<file path="src/rtl/instr_encoder.sv">
// instr_encoder: turns ALU requests into 32-bit MIPS R-type / I-type words.
// Accepted legal words are buffered in a 2-entry FIFO; an illegal request
// produces a one-cycle except pulse and is dropped.
// Optional feature macro: INSTR_ENCODER_STATS_EN adds the inst_count and
// except_count statistics outputs.
module instr_encoder (
    input  logic        clock,
    input  logic        reset,
    input  logic        in_valid,
    output logic        in_ready,
    input  logic [2:0]  alu_op,
    input  logic        alu_src2,
    input  logic [4:0]  rs,
    input  logic [4:0]  rt,
    input  logic [4:0]  rd,
    input  logic [15:0] imm,
    output logic        out_valid,
    input  logic        out_ready,
    output logic [31:0] inst,
    output logic        except
`ifdef INSTR_ENCODER_STATS_EN
    ,
    output logic [15:0] inst_count,
    output logic [7:0]  except_count
`endif
);

    // Returns {legal, word}. Any opcode/operand-source pair not listed is illegal.
    function automatic logic [32:0] encode(
        input logic [2:0]  op,
        input logic        src2,
        input logic [4:0]  f_rs,
        input logic [4:0]  f_rt,
        input logic [4:0]  f_rd,
        input logic [15:0] f_imm
    );
        logic [5:0]  code;
        logic        legal;
        logic [31:0] word;
        legal = 1'b1;
        code  = 6'h00;
        if (src2 == 1'b0) begin
            case (op)
                3'd2:    code = 6'h20;
                3'd3:    code = 6'h22;
                3'd4:    code = 6'h24;
                3'd5:    code = 6'h25;
                3'd6:    code = 6'h27;
                3'd7:    code = 6'h26;
                default: legal = 1'b0;
            endcase
            word = {6'h00, f_rs, f_rt, f_rd, 5'h00, code};
        end else begin
            case (op)
                3'd2:    code = 6'h08;
                3'd4:    code = 6'h0c;
                3'd5:    code = 6'h0d;
                3'd7:    code = 6'h0e;
                default: legal = 1'b0;
            endcase
            word = {code, f_rs, f_rt, f_imm};
        end
        return {legal, word};
    endfunction

    logic [1:0]  count_r;
    logic [31:0] head_r;
    logic [31:0] tail_r;
    logic        out_valid_r;
    logic        in_ready_r;
    logic        except_r;

    logic [32:0] enc_s;
    logic        legal_s;
    logic [31:0] word_s;
    logic        accept_s;
    logic        push_s;
    logic        pop_s;
    logic [1:0]  count_nxt_s;
    logic [31:0] head_nxt_s;
    logic [31:0] tail_nxt_s;

    assign enc_s    = encode(alu_op, alu_src2, rs, rt, rd, imm);
    assign legal_s  = enc_s[32];
    assign word_s   = enc_s[31:0];
    assign accept_s = in_valid & in_ready_r;
    assign push_s   = accept_s & legal_s;
    assign pop_s    = out_valid_r & out_ready;

    // FIFO next state: head is always the oldest word, tail the second one.
    always_comb begin
        count_nxt_s = count_r;
        head_nxt_s  = head_r;
        tail_nxt_s  = tail_r;
        case (count_r)
            2'd0: begin
                if (push_s) begin
                    head_nxt_s  = word_s;
                    count_nxt_s = 2'd1;
                end else begin
                    count_nxt_s = 2'd0;
                end
            end
            2'd1: begin
                if (push_s && pop_s) begin
                    head_nxt_s  = word_s;
                end else if (push_s) begin
                    tail_nxt_s  = word_s;
                    count_nxt_s = 2'd2;
                end else if (pop_s) begin
                    count_nxt_s = 2'd0;
                end else begin
                    count_nxt_s = 2'd1;
                end
            end
            2'd2: begin
                // in_ready is low when full, so no push can coincide here.
                if (pop_s) begin
                    head_nxt_s  = tail_r;
                    count_nxt_s = 2'd1;
                end else begin
                    count_nxt_s = 2'd2;
                end
            end
            default: begin
                count_nxt_s = 2'd0;
            end
        endcase
    end

    // FIFO state and flags derived from next occupancy so outputs are registered.
    always_ff @(posedge clock or posedge reset) begin
        if (reset) begin
            count_r     <= 2'd0;
            head_r      <= 32'h0000_0000;
            tail_r      <= 32'h0000_0000;
            out_valid_r <= 1'b0;
            in_ready_r  <= 1'b1;
            except_r    <= 1'b0;
        end else begin
            count_r     <= count_nxt_s;
            head_r      <= head_nxt_s;
            tail_r      <= tail_nxt_s;
            out_valid_r <= (count_nxt_s != 2'd0);
            in_ready_r  <= (count_nxt_s < 2'd2);
            except_r    <= accept_s & ~legal_s;
        end
    end

    assign in_ready  = in_ready_r;
    assign out_valid = out_valid_r;
    assign inst      = head_r;
    assign except    = except_r;

`ifdef INSTR_ENCODER_STATS_EN
    logic [15:0] inst_count_r;
    logic [7:0]  except_count_r;

    // Legal-accept counter wraps; illegal-accept counter saturates at 0xFF.
    always_ff @(posedge clock or posedge reset) begin
        if (reset) begin
            inst_count_r   <= 16'h0000;
            except_count_r <= 8'h00;
        end else begin
            if (push_s) begin
                inst_count_r <= inst_count_r + 16'h0001;
            end
            if (accept_s && !legal_s && (except_count_r != 8'hFF)) begin
                except_count_r <= except_count_r + 8'h01;
            end
        end
    end

    assign inst_count   = inst_count_r;
    assign except_count = except_count_r;
`endif

endmodule

</file>
<file path="config.mk">
export PLATFORM = sky130hd
export DESIGN_NAME = instr_encoder
export DESIGN_NICKNAME = d
export VERILOG_FILES = /design/src/rtl/instr_encoder.sv
export SDC_FILE = /design/constraint.sdc
export NUM_CORES = 1
export LEC_CHECK = 0
export CAP_MARGIN = 20
export CELL_PAD_IN_SITES_DETAIL_PLACEMENT = 1
export CELL_PAD_IN_SITES_GLOBAL_PLACEMENT = 2
export CORE_AREA = 2 2 100 102
export DETAILED_ROUTE_END_ITERATION = 10
export DIE_AREA = 0 0 102 104
export PLACE_DENSITY = 0.86
export SKIP_LAST_GASP = 1
export SYNTH_ARGS = -nofsm -noshare
export SYNTH_HDL_FRONTEND = slang
export SYNTH_SLANG_ARGS = --single-unit
</file>
<file path="constraint.sdc">
create_clock -name clock -period 3.3 [get_ports clock]
set_input_delay 0.825 -clock clock [delete_from_list [all_inputs] [get_ports clock]]
set_output_delay 0.825 -clock clock [all_outputs]
set_load 0.005 [all_outputs]
</file>
# Word-level counts from Yosys, hierarchy flattened
# Cells that the tools add are included.
# classes
magnitude_cmp,1
n_reduce_logical,8
n_mux,16
bitwise_logic,6
eq_ne,11
# op_table
op,count
32-bit 2-to-1 mux,3
32-bit one-hot mux with 3 select lines,1
6-bit one-hot mux with 6 select lines,1
30-bit 2-to-1 mux,1
4-bit one-hot mux with 4 select lines,1
"3-bit equality test, second input constant",4
"3-bit by 2-bit equality test with 1-bit output, second input constant",2
2-bit 2-to-1 mux,3
"2-bit != test, second input constant",3
2-bit one-hot mux with 3 select lines,1
6-bit OR reduction,1
1-bit 2-to-1 mux,5
1-bit AND,4
4-bit AND reduction,1
4-bit OR reduction,1
3-bit AND reduction,1
3-bit nonzero test,1
"2-bit by 1-bit equality test with 1-bit output, second input constant",1
"2-bit equality test, second input constant",1
2-bit zero test,1
"2-bit < comparator, second input constant",1
1-bit inverter,2
2-bit nonzero test,1
1-bit logical AND,1
# totals
out_inout_bits,35
wordCells,48
input_bits,39
reg_bits,69

# Depth between registers and ports, before layout
# depth
depth_word,9
ltp_mapped,7
mapped_depth_nobuf,4

# Worst setup path before layout
# OpenSTA, ideal clock, no wires.
# synth_timing
path_type,input port to flip-flop
startpoint,input alu_op[2]
endpoint,register head_r[0] (netlist: inst[0])
path_buffers,2
setup_ps,125
path_slack_ps,1062
t_arrival_ps,2114
cell_stages,6
cell_sequence,buf_2 > nand4b_1 > o2111ai_4 > o31ai_4 > buf_6 > mux2_2
# synth_between
elab_chain_len,8
# synth_lines
item,line_no,source
from (decl),11,"input logic [2:0] alu_op,"
"3-bit equality test, or another cell as far along","43, 54",
6-bit OR reduction (no line) / 4-bit OR reduction (equally long branches),-,
1-bit 2-to-1 mux (on tied branches),"43, 54",
1-bit 2-to-1 mux,42,if (src2 == 1'b0) begin
1-bit AND,87,assign push_s = accept_s & legal_s;
1-bit logical AND,105,if (push_s && pop_s) begin
2-bit != test (no line),-,
4-bit AND reduction (no line),-,
to (signal assigned),142,head_r <= head_nxt_s;
to (decl),67,logic [31:0] head_r;
# Parallel ways exist; a longest one is shown, timed or not. The select of a mux whose other input is x is not followed.
# A chain may end at the register's enable or synchronous reset.

# Worst setup path after layout
# layout_timing
startpoint,input alu_op[1]
endpoint,register head_r[26] (netlist: inst[26])
# Same word-level chain as after synthesis.

==> summary.txt <==
Run status
  • Status: finished, final reports clean

Power and ir drop
  • IR Drop Worst-Case VDD: 390.8 µV
  • Total power draw: 0.003562 W
  • Leak Pwr: 1.841 nW
  • Pwr Density: 845.2 nW/µm²

Route
  • WL met1: 3308 µm
  • Drt pass-1 iters: 4
  • WL final: 7700 µm
  • Initial DRC count: 64
  • WL met3: 334 µm
  • Via density per instance: 4.629
  • WL met2: 3922 µm
  • Uppermost layer routed: met4
  • DRT antenna net count: 0
  • Remaining DRCs: 0
  • Via Count: 2259
  • Wire per inst: 15.78 µm

Cells and area
  • Final nets: 390
  • Layout cell share with drive strength beyond 1: 25.63%
  • Area grow syn2layout: 33.70%
  • Most frequent cells in the layout: 71 x clkdlybuf4s50_1, 64 x dfrtp_1, 60 x mux2_2, 54 x nand2_1, 21 x nor2_1
  • Commonest non-fill, non-tap cell in the layout: clkdlybuf4s50_1
  • Core Util, Final: 44.13%
  • Antenna Cells: 0
  • Layout Cells excl Fill: 488

STA
  • Hold_ws: 494.9 ps
  • Setup_tns: 0 ps
  • Fin crit share: 78.78%
  • Fmax: 384.6 MHz
  • Max Slew Vio Count: 0
  • Final min period: 2600 ps
  • Final hold vios: 0
  • Worst Clk Skew: 2.667 ps
  • # setup viols final: 0
  • Worst-margin pin slew: 657.0 ps
  • RSZ-0062 raised after global routing: false
  • Worst rel slew slack: 56.00%

Setup path
  • Crit-path max cell delay: 610 ps
  • Worst path arrival time: 2820 ps
  • Worst path bufs/invs: 2
  • CP max stage cell: clkdlybuf4s50_1
  • Worst flop-to-flop path endpoint: inst[0]$_DFFE_PP0P_
  • Worst R2R Path Depth: 4
  • Critical path, cell by cell: clkdlybuf4s50_1 -> a21boi_2 -> o2111ai_4 -> o31ai_4 -> buf_4 -> mux2_2
  • WP depth: 6
  • Critical Path Sink: inst[26]$_DFFE_PP0P_
  • Critical Path Start Type: primary input
  • CP Capture Type: flop
  • Worst Setup SP: alu_op[1]
  • CP delay by family, top: buffers and inverters
  • CP required: 3520 ps
  • RR Startpoint: count_r[1]$_DFF_PP0_
  • Crit-path max FO: 19
  • Critical Setup Path Class: primary input to flop
  • Register-to-register setup slack: 1210 ps

Synthesis
  • Synth cell types: 31
  • Yosys warns: 0
  • Number of synthesized register bits: 65
  • Mean Syn Cell Area: 11.34 µm²
  • Post-Syn Instances: 278
  • Cell area after synthesis: 3152 µm²
  • Sequential fraction of the synthesis area: 51.65%

Die
  • Die width: 102 µm
  • Die H: 104 µm
  • IO Pins: 74
  • Full die area: 10610 µm²
  • # rows: 36
  • CORE AREA: 9549 µm²
  • Initial core utilization: 33.01%

GRT
  • Initial antenna violation count: 0
  • Vias in the first global route: 2562
  • First-pass GRT wire length: 12980 µm
  • GRT overflow: 0
  • All-Layer GR Usage: 15.93%
  • Largest net degree at the start of global routing: 40

Min path
  • HP Class: flop to flop

Clock network
  • Setup Fix Bufs, Post-CTS: 0
  • H-tree depth: 3
  • Clock slew at reported path FFs: 70 ps
  • Post_cts resized: 0
  • Clk sinks: 65
  • CTS Root Cell: clkbuf_8
  • CTS tree: built
  • Skew-Pair Late Insertion Delay: 340 ps
  • Clock buffer depth: 2
  • Post-CTS Hold Buffers: 0
  • CTS buffer count: 9

Placed design
  • Placed Cells: 473
  • DP Wirelength: 5342 µm
  • Placer Congestion: 0.7379
  • Number of port buffers: 71

Job
  • Max-Cap Viols: 0
synthesized netlist by cell type:
cell type | number | area (µm²)
a31oi_1 | 1 | 6.260
o31ai_1 | 1 | 7.510
nand4b_1 | 2 | 17.52
mux2_1 | 3 | 33.78
buf_6 | 6 | 67.56
o21ai_0 | 12 | 60.06
mux2_2 | 60 | 675.7
mux2i_1 | 9 | 90.09
and3_1 | 1 | 6.260
dfstp_2 | 1 | 26.28
xnor2_1 | 2 | 17.52
o2111ai_4 | 1 | 26.28
nor3_4 | 1 | 16.27
nor2b_1 | 2 | 12.51
nor2_1 | 21 | 78.83
nand2b_1 | 2 | 12.51
a21boi_2 | 1 | 11.26
o22ai_1 | 1 | 6.260
nand3_1 | 1 | 5.000
conb_1 | 1 | 3.750
clkbuf_1 | 6 | 22.52
nand2_1 | 54 | 202.7
o31ai_4 | 1 | 21.27
buf_2 | 5 | 25.02
a21o_1 | 2 | 15.01
and2_1 | 1 | 6.260
inv_1 | 11 | 41.29
dfrtp_1 | 64 | 1602
buf_4 | 3 | 22.52
a21oi_1 | 1 | 5.000
o21a_1 | 1 | 7.510
how the worst min path moves through the flow:
stage	cells after the start	end	startpoint	slack [ps]
global route	1	inst[7]$_DFFE_PP0P_	inst[7]$_DFFE_PP0P_	520
floorplan	1	tail_r[18]$_DFFE_PP0P_	tail_r[18]$_DFFE_PP0P_	460
global placement	1	tail_r[18]$_DFFE_PP0P_	tail_r[18]$_DFFE_PP0P_	470
CTS	1	tail_r[18]$_DFFE_PP0P_	tail_r[18]$_DFFE_PP0P_	500
finish	1	tail_r[18]$_DFFE_PP0P_	tail_r[18]$_DFFE_PP0P_	490
detailed placement	1	tail_r[18]$_DFFE_PP0P_	tail_r[18]$_DFFE_PP0P_	490
power breakdown:
| part | internal [W] | switching, W | total [W] |
|---|---|---|---|
| Combinational | 0.000840 | 0.000536 | 0.00138 |
| Clock | 0.000484 | 0.000303 | 0.000787 |
| Sequential | 0.00118 | 0.000222 | 0.00140 |
| Total | 0.00250 | 0.00106 | 0.00356 |
logic make-up after synthesis:
logic type,synth area share [%]
AO/OA/AOI/OAI,5.280
XOR/XNOR,0.5559
buffers and inverters,5.676
flip-flops,51.65
multiplexers,25.37
other,0.1190
AND/OR/NAND/NOR,11.35
routing by layer:
layer | up-vias | GRT usage, %
met4 | 0 | 5.714
li1 | 1064 | -
met2 | 58 | 26.41
met5 | - | 0
met3 | 16 | 4.839
met1 | 1121 | 19.38
layout make-up:
type	count	area (µm²)
tap	133	166.4
timing repair buffer	81	798.3
multi-input combinational	183	1351
sequential	65	1628
clock buffer	13	168.9
inverter	11	41.29
fill	1065	5335
clock inverter	2	60.06
per-stage QoR:
stage / area (µm²) / setup WS (ps)
2_1_floorplan: 3156 / 850.2
3_3_place_gp: 3985 / 389.5
3_5_place_dp: 3985 / 327.9
4_1_cts: 4214 / 697.7
5_1_grt: 4214 / 609.1
6_report: 4214 / 700.1
flip-flops by register name (all words and copies together) (netlist names):
| name | count |
|---|---|
| inst | 30 |
| tail_r | 30 |
| count_r | 2 |
| except | 1 |
| in_ready | 1 |
| out_valid | 1 |
Power figures use the tool's default switching activity.
